### src/rtl/taiko_pkg.sv
// Shared chart-entry encoding and chart sequencer FSM state encoding.
package taiko_pkg;

    localparam logic [1:0] NOTE_REST = 2'b00;
    localparam logic [1:0] NOTE_DO   = 2'b01;
    localparam logic [1:0] NOTE_KA   = 2'b10;
    localparam logic [1:0] NOTE_END  = 2'b11;

    localparam int NOTE_TYPE_MSB = 15;
    localparam int NOTE_TYPE_LSB = 14;
    localparam int NOTE_WAIT_W   = 14;
    localparam int NOTE_CNT_W    = 10;

    typedef enum logic [2:0] {
        ST_IDLE,
        ST_LEAD,
        ST_FETCH,
        ST_LOAD,
        ST_HOLD,
        ST_DONE
    } note_state_e;

    function automatic logic is_note(input logic [1:0] t);
        return (t == NOTE_DO) || (t == NOTE_KA);
    endfunction

endpackage

### src/rtl/note_chart_seq_if.sv
// Chart sequencer bundle: frame/control inputs, chart ROM port and note-request outputs.
interface note_chart_seq_if #(parameter int ADDR_W = 10);

    logic              vsync;
    logic              start;
    logic              pause;
    logic [ADDR_W-1:0] rom_addr;
    logic [15:0]       rom_data;
    logic [1:0]        request;
    logic              playing;
    logic              done;
    logic [9:0]        note_cnt;

    modport master (
        input  vsync, start, pause, rom_data,
        output rom_addr, request, playing, done, note_cnt
    );

    modport slave (
        output vsync, start, pause, rom_data,
        input  rom_addr, request, playing, done, note_cnt
    );

endinterface

### src/rtl/note_frame_timer.sv
// Loadable 14-bit frame countdown shared by the lead-in and per-entry waits.
module note_frame_timer import taiko_pkg::*; (
    input  logic                   clk,
    input  logic                   rst_n,
    input  logic                   load,
    input  logic [NOTE_WAIT_W-1:0] value,
    input  logic                   tick,
    output logic                   zero,
    output logic                   fire
);

    logic [NOTE_WAIT_W-1:0] cnt;

    always_ff @(posedge clk) begin
        if (!rst_n)
            cnt <= '0;
        else if (load)
            cnt <= value;
        else if (tick && (cnt != '0))
            cnt <= cnt - NOTE_WAIT_W'(1);
    end

    assign zero = (cnt == '0);
    assign fire = tick & zero;

endmodule

### src/rtl/note_chart_seq.sv
// Chart sequencer: walks the chart ROM and emits {ka, do} requests on frame ticks.
// NOTE_CHART_LOOP_EN: an end entry restarts the chart from address 0 instead of stopping.
module note_chart_seq import taiko_pkg::*; #(
    parameter int ADDR_W      = 10,
    parameter int LEAD_FRAMES = 4
) (
    input  logic            clk,
    input  logic            rst_n,
    note_chart_seq_if.master bus
);

    localparam logic [NOTE_WAIT_W-1:0] LEAD_LOAD =
        (LEAD_FRAMES > 0) ? NOTE_WAIT_W'(LEAD_FRAMES - 1) : '0;

    note_state_e            state_q, state_nx;
    logic [ADDR_W-1:0]      addr_q, addr_nx;
    logic [1:0]             req_q, req_nx;
    logic [1:0]             type_q, type_nx;
    logic [1:0]             pend_q, pend_nx;
    logic                   playing_q, playing_nx;
    logic                   done_q, done_nx;
    logic [NOTE_CNT_W-1:0]  cnt_q, cnt_nx;
    logic                   tick, hold_tick;
    logic                   tmr_load, tmr_tick, tmr_zero, tmr_fire;
    logic [NOTE_WAIT_W-1:0] tmr_val;

    note_frame_timer u_timer (
        .clk   (clk),
        .rst_n (rst_n),
        .load  (tmr_load),
        .value (tmr_val),
        .tick  (tmr_tick),
        .zero  (tmr_zero),
        .fire  (tmr_fire)
    );

    assign tick      = bus.vsync & ~bus.pause;
    assign hold_tick = tick | (pend_q != 2'd0);

    always_comb begin
        state_nx   = state_q;
        addr_nx    = addr_q;
        req_nx     = req_q;
        type_nx    = type_q;
        pend_nx    = pend_q;
        playing_nx = playing_q;
        done_nx    = done_q;
        cnt_nx     = cnt_q;
        tmr_load   = 1'b0;
        tmr_tick   = 1'b0;
        tmr_val    = bus.rom_data[NOTE_WAIT_W-1:0];

        if (bus.vsync)
            req_nx = NOTE_REST;

        case (state_q)
            ST_IDLE, ST_DONE: begin
                if (bus.start) begin
                    addr_nx    = '0;
                    done_nx    = 1'b0;
                    playing_nx = 1'b1;
                    cnt_nx     = '0;
                    pend_nx    = 2'd0;
                    tmr_load   = 1'b1;
                    tmr_val    = LEAD_LOAD;
                    state_nx   = (LEAD_FRAMES == 0) ? ST_FETCH : ST_LEAD;
                end
            end
            ST_LEAD: begin
                tmr_tick = tick;
                if (tmr_fire)
                    state_nx = ST_FETCH;
            end
            ST_FETCH: begin
                if (tick && (pend_q != 2'd3))
                    pend_nx = pend_q + 2'd1;
                state_nx = ST_LOAD;
            end
            ST_LOAD: begin
                if (tick && (pend_q != 2'd3))
                    pend_nx = pend_q + 2'd1;
                type_nx = bus.rom_data[NOTE_TYPE_MSB:NOTE_TYPE_LSB];
                if (type_nx == NOTE_END) begin
`ifdef NOTE_CHART_LOOP_EN
                    addr_nx  = '0;
                    state_nx = ST_FETCH;
`else
                    playing_nx = 1'b0;
                    done_nx    = 1'b1;
                    state_nx   = ST_DONE;
`endif
                end else begin
                    tmr_load = 1'b1;
                    state_nx = ST_HOLD;
                end
            end
            ST_HOLD: begin
                // A tick latched during FETCH/LOAD is consumed here, one per cycle.
                tmr_tick = hold_tick;
                if ((pend_q != 2'd0) && !tick)
                    pend_nx = pend_q - 2'd1;
                if (hold_tick && tmr_zero) begin
                    req_nx   = type_q;
                    addr_nx  = addr_q + ADDR_W'(1);
                    state_nx = ST_FETCH;
                    if (is_note(type_q) && (cnt_q != '1))
                        cnt_nx = cnt_q + NOTE_CNT_W'(1);
                end
            end
            default: state_nx = ST_IDLE;
        endcase
    end

    always_ff @(posedge clk) begin
        if (!rst_n) begin
            state_q   <= ST_IDLE;
            addr_q    <= '0;
            req_q     <= NOTE_REST;
            type_q    <= NOTE_REST;
            pend_q    <= 2'd0;
            playing_q <= 1'b0;
            done_q    <= 1'b0;
            cnt_q     <= '0;
        end else begin
            state_q   <= state_nx;
            addr_q    <= addr_nx;
            req_q     <= req_nx;
            type_q    <= type_nx;
            pend_q    <= pend_nx;
            playing_q <= playing_nx;
            done_q    <= done_nx;
            cnt_q     <= cnt_nx;
        end
    end

    assign bus.rom_addr = addr_q;
    assign bus.request  = req_q;
    assign bus.playing  = playing_q;
    assign bus.done     = done_q;
    assign bus.note_cnt = cnt_q;

endmodule

### src/flat_wrapper.sv
// flat-port wrapper written by rule: the top's interface ports become plain ports
module note_chart_seq_flat import taiko_pkg::*;
#(
    parameter int ADDR_W      = 10,
    parameter int LEAD_FRAMES = 4
)
  (clk, rst_n, bus_vsync, bus_start, bus_pause, bus_rom_data, bus_rom_addr, bus_request, bus_playing, bus_done, bus_note_cnt);
  note_chart_seq_if #(.ADDR_W(ADDR_W)) bus_i ();
  input  logic clk;
  input  logic rst_n;
  input wire logic [$bits(bus_i.vsync)-1:0] bus_vsync;
  input wire logic [$bits(bus_i.start)-1:0] bus_start;
  input wire logic [$bits(bus_i.pause)-1:0] bus_pause;
  input wire logic [$bits(bus_i.rom_data)-1:0] bus_rom_data;
  output wire logic [$bits(bus_i.rom_addr)-1:0] bus_rom_addr;
  output wire logic [$bits(bus_i.request)-1:0] bus_request;
  output wire logic [$bits(bus_i.playing)-1:0] bus_playing;
  output wire logic [$bits(bus_i.done)-1:0] bus_done;
  output wire logic [$bits(bus_i.note_cnt)-1:0] bus_note_cnt;
  assign bus_i.vsync = bus_vsync;
  assign bus_i.start = bus_start;
  assign bus_i.pause = bus_pause;
  assign bus_i.rom_data = bus_rom_data;
  assign bus_rom_addr = bus_i.rom_addr;
  assign bus_request = bus_i.request;
  assign bus_playing = bus_i.playing;
  assign bus_done = bus_i.done;
  assign bus_note_cnt = bus_i.note_cnt;
  note_chart_seq #(.ADDR_W(ADDR_W), .LEAD_FRAMES(LEAD_FRAMES)) u_core (.clk(clk), .rst_n(rst_n), .bus(bus_i));
endmodule
### config.mk
export PLATFORM = sky130hd
export DESIGN_NAME = note_chart_seq_flat
export DESIGN_NICKNAME = d
export VERILOG_FILES = /design/src/rtl/taiko_pkg.sv /design/src/rtl/note_chart_seq_if.sv /design/src/rtl/note_frame_timer.sv /design/src/rtl/note_chart_seq.sv /design/src/flat_wrapper.sv
export SDC_FILE = /design/constraint.sdc
export NUM_CORES = 1
export LEC_CHECK = 0
export ABC_AREA = 1
export BUFFER_PORTS_ARGS = -buffer_cell sky130_fd_sc_hd__buf_2
export CORE_MARGIN = 4
export CORE_UTILIZATION = 45
export DETAILED_ROUTE_END_ITERATION = 8
export GPL_TIMING_DRIVEN = 0
export PLACE_DENSITY = 0.66
export SYNTH_ARGS = -nofsm -noshare
export SYNTH_HDL_FRONTEND = slang
export SYNTH_HIERARCHICAL = 1
export SYNTH_SLANG_ARGS = --single-unit
### constraint.sdc
create_clock -name clk -period 6.1 [get_ports clk]
set_clock_uncertainty 0.1 [all_clocks]
set_input_delay 1.22 -clock clk [delete_from_list [all_inputs] [get_ports clk]]
set_output_delay 1.22 -clock clk [all_outputs]
set_load 0.05 [all_outputs]
# After elaboration in Yosys (flattened, before gate mapping)
# Cells that the tools add are included.
[totals]
regBits = 45
inputBits = 21
output_inout_bits = 24
[classes]
n_addsub = 5
eq_ne = 17
n_mux = 32
n_bitwise = 4
reduce_logical = 22
[op_table]
columns = ["cell", "n"]
rows = [
  ["$mux 14", 4],
  ["$mux 10", 4],
  ["$pmux 10 s2", 2],
  ["$add 10x1->10 const B", 2],
  ["$pmux 3 s5", 1],
  ["$logic_not 14->1", 1],
  ["$reduce_bool 14->1", 1],
  ["$sub 14x1->14 const B", 1],
  ["$mux 2", 6],
  ["$ne 2x1->1 const B", 6],
  ["$ne 10x10->1 const B", 1],
  ["$mux 3", 3],
  ["$reduce_and 3->1", 3],
  ["$pmux 1 s2", 4],
  ["$reduce_and 4->1", 2],
  ["$reduce_bool 2->1", 4],
  ["$mux 1", 7],
  ["$eq 3x2->1 const B", 2],
  ["$eq 3x3->1 const B", 2],
  ["$pmux 2 s3", 1],
  ["$logic_and 1x1->1", 5],
  ["$eq 2x2->1 const B", 2],
  ["$ne 2x2->1 const B", 2],
  ["$reduce_or 2->1", 2],
  ["other kinds (11)", 12],
]

# Depth between registers and ports, before layout
[logic_depth]
ltp_word = 7
ltp_mapped = 14

# Cells and area by module
# The synthesis kept the hierarchy.
[by_module_without_submodules]
columns = ["mod", "instances", "cells_per_inst", "area_per_inst_um2", "seq_area_each_um2"]
rows = [
  ["note_chart_seq", 1, 307, 1931.9, 620.6],
  ["note_frame_timer", 1, 176, 1028.5, 280.3],
]

# Least setup slack after synthesis
# Ideal clock, no wire load.
[synth_timing]
path_type = "input port to flip-flop"
startpoint = "in bus_start"
endpoint = "reg u_core.u_timer.cnt[6]"
setup_time_ns = 0.120
arrival_ns = 2.310
slack_ns = 3.569
path_stages = 8
path_cell_list = "inv_1 nor2_2 inv_1 nand2_1 clkbuf_2 clkbuf_1 mux2i_1 a21oi_1"
[synth_via]
elab_chain_len = 3
word_cells_on_any_way = 6
classes_between = "mux (5); reduce/logical (1)"
[synth_lines]
columns = ["element", "line", "text"]
rows = [
  ["from (decl)", "flat_wrapper.sv:12", "input wire logic [$bits(bus_i.start)-1:0] bus_start;"],
  ["$mux 1 *", "note_chart_seq.sv:58", "if (bus.start) begin"],
  ["$pmux 1 s2 *", "note_chart_seq.sv:56", "case (state_q)"],
  ["net u_core.tmr_load", "note_chart_seq.sv:24", "logic tmr_load, tmr_tick, tmr_zero, tmr_fire;"],
  ["$mux 14 or $reduce_bool 2->1 (tied branches)", "n/a", ""],
  ["to (signal assigned)", "note_frame_timer.sv:18", "cnt <= value;"],
  ["to (signal assigned)", "note_frame_timer.sv:20", "cnt <= cnt - NOTE_WAIT_W'(1);"],
  ["to (decl)", "note_frame_timer.sv:12", "logic [NOTE_WAIT_W-1:0] cnt;"],
]
# Mark *: on every way through the listed nets, which the timed path passes. The rest lies on a longest branch.
# A chain may end at the register's enable or synchronous reset.

# Worst setup path after layout
[layout_timing]
startpoint = "in bus_start"
endpoint = "reg u_core.u_timer.cnt[3]"
# The elaborated chain is that of the path after synthesis.

==> impl_metrics.env <==
export IMPL_status="finished, final reports clean"
export IMPL_synth_cell_area_sq_um=2960
export IMPL_crit_path_end_kind="flip-flop"
export IMPL_path_max_fanout=10
export IMPL_multiInputGateArea_sq_um=1730
export IMPL_worst_pin_slew_ns=0.602
export IMPL_clkSlewWorstSetupHoldPaths_ns=0.09
export IMPL_filler_cell_count=668
export IMPL_cts_max_path_buffers=2
export IMPL_r2r_start="u_core/state_q[0]"
export IMPL_reg2regPathDepth=12
export IMPL_hold_path_endpoint="u_core/bus.playing"
export IMPL_synth_ff_latch_count=45
export IMPL_startpoint_class_of_the_critical_path="primary input"
export IMPL_synthArstFlopShare_pct=0
export IMPL_routed_via_density=4.97
export IMPL_comb_power_share_pct=56.4
export IMPL_timing_setup_tns_ns=0
export IMPL_cts_sinks=45
export IMPL_htree_num_levels=2
export IMPL_synth_lib_cells_used_distinct=37
export IMPL_cts_hold_buf=0
export IMPL_average_wire_per_cell_in_the_routed_design_um=11.7
export IMPL_num_vias=3039
export IMPL_synth_top_cell_area_share_pct=30.4
export IMPL_totalWireLength_um=7190
export IMPL_fmax_ghz=0.370
export IMPL_post_route_min_period_ns=2.70
export IMPL_post_synth_cell_area_avg_sq_um=6.13
export IMPL_power_switching_fraction_pct=49.9
export IMPL_synthCells=483
export IMPL_critPathArrivalTime_ns=2.84
export IMPL_slew_viol_final=0
export IMPL_vias_in_the_first_global_route=2686
export IMPL_tritoncts_clock_tree="built"
export IMPL_power_net_switching_uw=696
export IMPL_cts_inserted_buffers=5
export IMPL_timing_final_hold_violations=0
export IMPL_grt_antenna_before_repair=0
export IMPL_io_pin_count=45
export IMPL_die_area_sq_um=7940
export IMPL_detailed_placement_wirelength_estimate_um=5540
export IMPL_worstSkewPairLatency_ns=0.30
export IMPL_grt_pass1_wl_um=12300
export IMPL_worst_hold_startpoint="u_core/bus.playing"
export IMPL_worstPathRequired_ns=6.24
export IMPL_num_nets_final=558
export IMPL_synth_sequential_area_ratio_pct=30.4
export IMPL_worst_rel_slew_slack_pct=59.9
export IMPL_postCtsResizedCells=0
export IMPL_grt_setup_unrepaired="no"
export IMPL_grtUsageTotal_pct=19.4
export IMPL_yosys_top_cells_count="sky130_fd_sc_hd__nand2_1, sky130_fd_sc_hd__nor2_1, sky130_fd_sc_hd__inv_1, sky130_fd_sc_hd__dfxtp_1, sky130_fd_sc_hd__nand3_1"
export IMPL_hold_path_depth=2
export IMPL_cellLeakagePower_uw=0.00163
export IMPL_synthDominantAreaCellType="sky130_fd_sc_hd__dfxtp_1"
export IMPL_worst_reg2reg_setup_slack_ns=3.70
export IMPL_p_int_uw=698
export IMPL_drc=0
export IMPL_ys_flop_type="sky130_fd_sc_hd__dfxtp_1"
export IMPL_initial_core_util_pct=46.4
export IMPL_placement_io_buffers=44
export IMPL_dp_cells=604
export IMPL_dieWidth_um=89.1
export IMPL_synth_edff_count=0
export IMPL_antenna_diode_count=0
export IMPL_coreArea_sq_um=6390
export IMPL_category_of_the_critical_setup_timing_path="in2reg"
export IMPL_std_cell_rows=29
export IMPL_detail_route_iter0_violations=162
export IMPL_layout_drive_gt1_share_pct=17.9
export IMPL_vdd_ir_drop_worst_mv=0.188
export IMPL_fp_dieH_um=89.1
export IMPL_setup_violations_final=0
export IMPL_area_growth_pct=13.6
export IMPL_power_clock_fraction_pct=13.6
export IMPL_powerDensity_nw_per_um2=414
export IMPL_drt_pass1_iterations=4
export IMPL_postSynthNetCount=507
export IMPL_fin_cells=612
export IMPL_register_area_sq_um=901
export IMPL_timing_max_cap_violations=0
export IMPL_cts_repair_timing_setup_buffer_count=0
export IMPL_gp_routability_congestion=0.850
export IMPL_layout_worst_path_cycle_share_pct=44.3
export IMPL_grt_start_max_net_pins=15
export IMPL_gr_total_overflow=0
export IMPL_critical_path_reg2reg_endpoint="u_core/u_timer/cnt[3]"
export IMPL_synth_most_common_cell="sky130_fd_sc_hd__nand2_1"
export IMPL_p_seq_share_pct=30.0
export IMPL_largest_cells_by_area_after_synthesis="sky130_fd_sc_hd__dfxtp_1, sky130_fd_sc_hd__nand2_1, sky130_fd_sc_hd__nor2_1, sky130_fd_sc_hd__inv_1, sky130_fd_sc_hd__nand3_1"
export IMPL_ant_nets=0
export IMPL_ys_warn_count=6
export IMPL_cts_root_buffer_cell="sky130_fd_sc_hd__clkbuf_8"
export IMPL_worst_hold_path_type="reg2reg"
[critical path: stages]
cell	delay [ns]
sky130_fd_sc_hd__buf_2	0.07
sky130_fd_sc_hd__inv_1	0.08
sky130_fd_sc_hd__nor2_2	0.29
sky130_fd_sc_hd__inv_1	0.11
sky130_fd_sc_hd__nand2_1	0.07
sky130_fd_sc_hd__clkbuf_2	0.18
sky130_fd_sc_hd__clkbuf_1	0.43
sky130_fd_sc_hd__nand2_1	0.12
sky130_fd_sc_hd__nand2_1	0.09
sky130_fd_sc_hd__nand2_1	0.05
sky130_fd_sc_hd__a21oi_1	0.13
[metal layers]
metal	vias to the layer above	part of all wire, %	global-route usage [%]	routed length [um]
li1	1619	-	-	-
met1	1353	48	26.9	3470
met2	60	46	31.4	3320
met3	7	4.5	3.32	324
met4	0	1.1	4.87	76
met5	-	0	0	0
[cell families after synthesis]
kind of cell | share of synthesized area (%)
AO/OA/AOI/OAI | 12.3
XOR/XNOR | 0.888
adder cells (fa/ha/maj) | 1.27
buffers and inverters | 11.1
flip-flops | 30.4
multiplexers | 0.338
AND/OR/NAND/NOR | 43.7
[cell type report]
| type | count | share of cell area (%) |
|---|---|---|
| Inverter | 69 | 7.70 |
| Timing Repair Buffer | 44 | 6.55 |
| Tap cell | 77 | 2.86 |
| Buffer | 11 | 2.08 |
| Multi-Input combinational cell | 358 | 51.5 |
| Clock inverter | 3 | 0.521 |
| Clock buffer | 5 | 2.05 |
| Sequential cell | 45 | 26.8 |
[state kept, by name, indices dropped and copies added, names as in the netlist]
register and flops:
u_core/bus.note_cnt 10, u_core/bus.done 1, u_core/bus.rom_addr 10, u_core/bus.request 2
u_core/bus.playing 1, u_core/state_q 3, u_core/type_q 2, u_core/u_timer/cnt 14
u_core/pend_q 2
[through the flow]
| stage | hold WS [ns] | total power (uW) | setup WS, ns | instance area, sq um | util [%] |
|---|---|---|---|---|---|
| detailed placement | 0.365 | 1210 | 3.05 | 3280 | 51.3 |
| CTS | 0.379 | 1400 | 3.36 | 3360 | 52.7 |
| global placement | 0.352 | 1200 | 3.03 | 3280 | 51.3 |
| global route | 0.409 | 1530 | 3.20 | 3360 | 52.7 |
| floorplan | 0.356 | 1050 | 3.57 | 2960 | - |
| finish | 0.374 | 1390 | 3.40 | 3360 | 52.7 |
[worst max-delay path by stage]
stage | depth (start not counted) | to | from
floorplan | 8 | u_core/u_timer/cnt[6] | bus_start
finish | 11 | u_core/u_timer/cnt[3] | bus_start
detailed placement | 11 | u_core/u_timer/cnt[3] | bus_start
global route | 11 | u_core/u_timer/cnt[10] | bus_start
CTS | 11 | u_core/u_timer/cnt[3] | bus_start
global placement | 11 | u_core/u_timer/cnt[3] | bus_start
[power groups by stage]
| stage | clock network, uW | logic [uW] | registers, uW |
|---|---|---|---|
| floorplan | 0 | 585 | 467 |
| global placement | 0 | 775 | 422 |
| detailed placement | 0 | 785 | 424 |
| CTS | 197 | 788 | 417 |
| global route | 208 | 894 | 429 |
| finish | 190 | 786 | 418 |
[layout by cell type (no fill, tap or decap), drive strengths merged, types with 2 or more instances in the layout]
cell,netlist,final
nand2,141,141
clkbuf,4,9
a211oi,2,2
nand3,40,40
a21boi,2,2
xor2,2,2
inv,69,69
or2,4,4
nand4,2,2
nand3b,2,2
buf,7,51
a21oi,37,37
ha,3,3
nor2,84,84
dfxtp,45,45
o21ai,24,24
clkinv,0,2
nor3,9,9
Power figures use the tool's default switching activity.
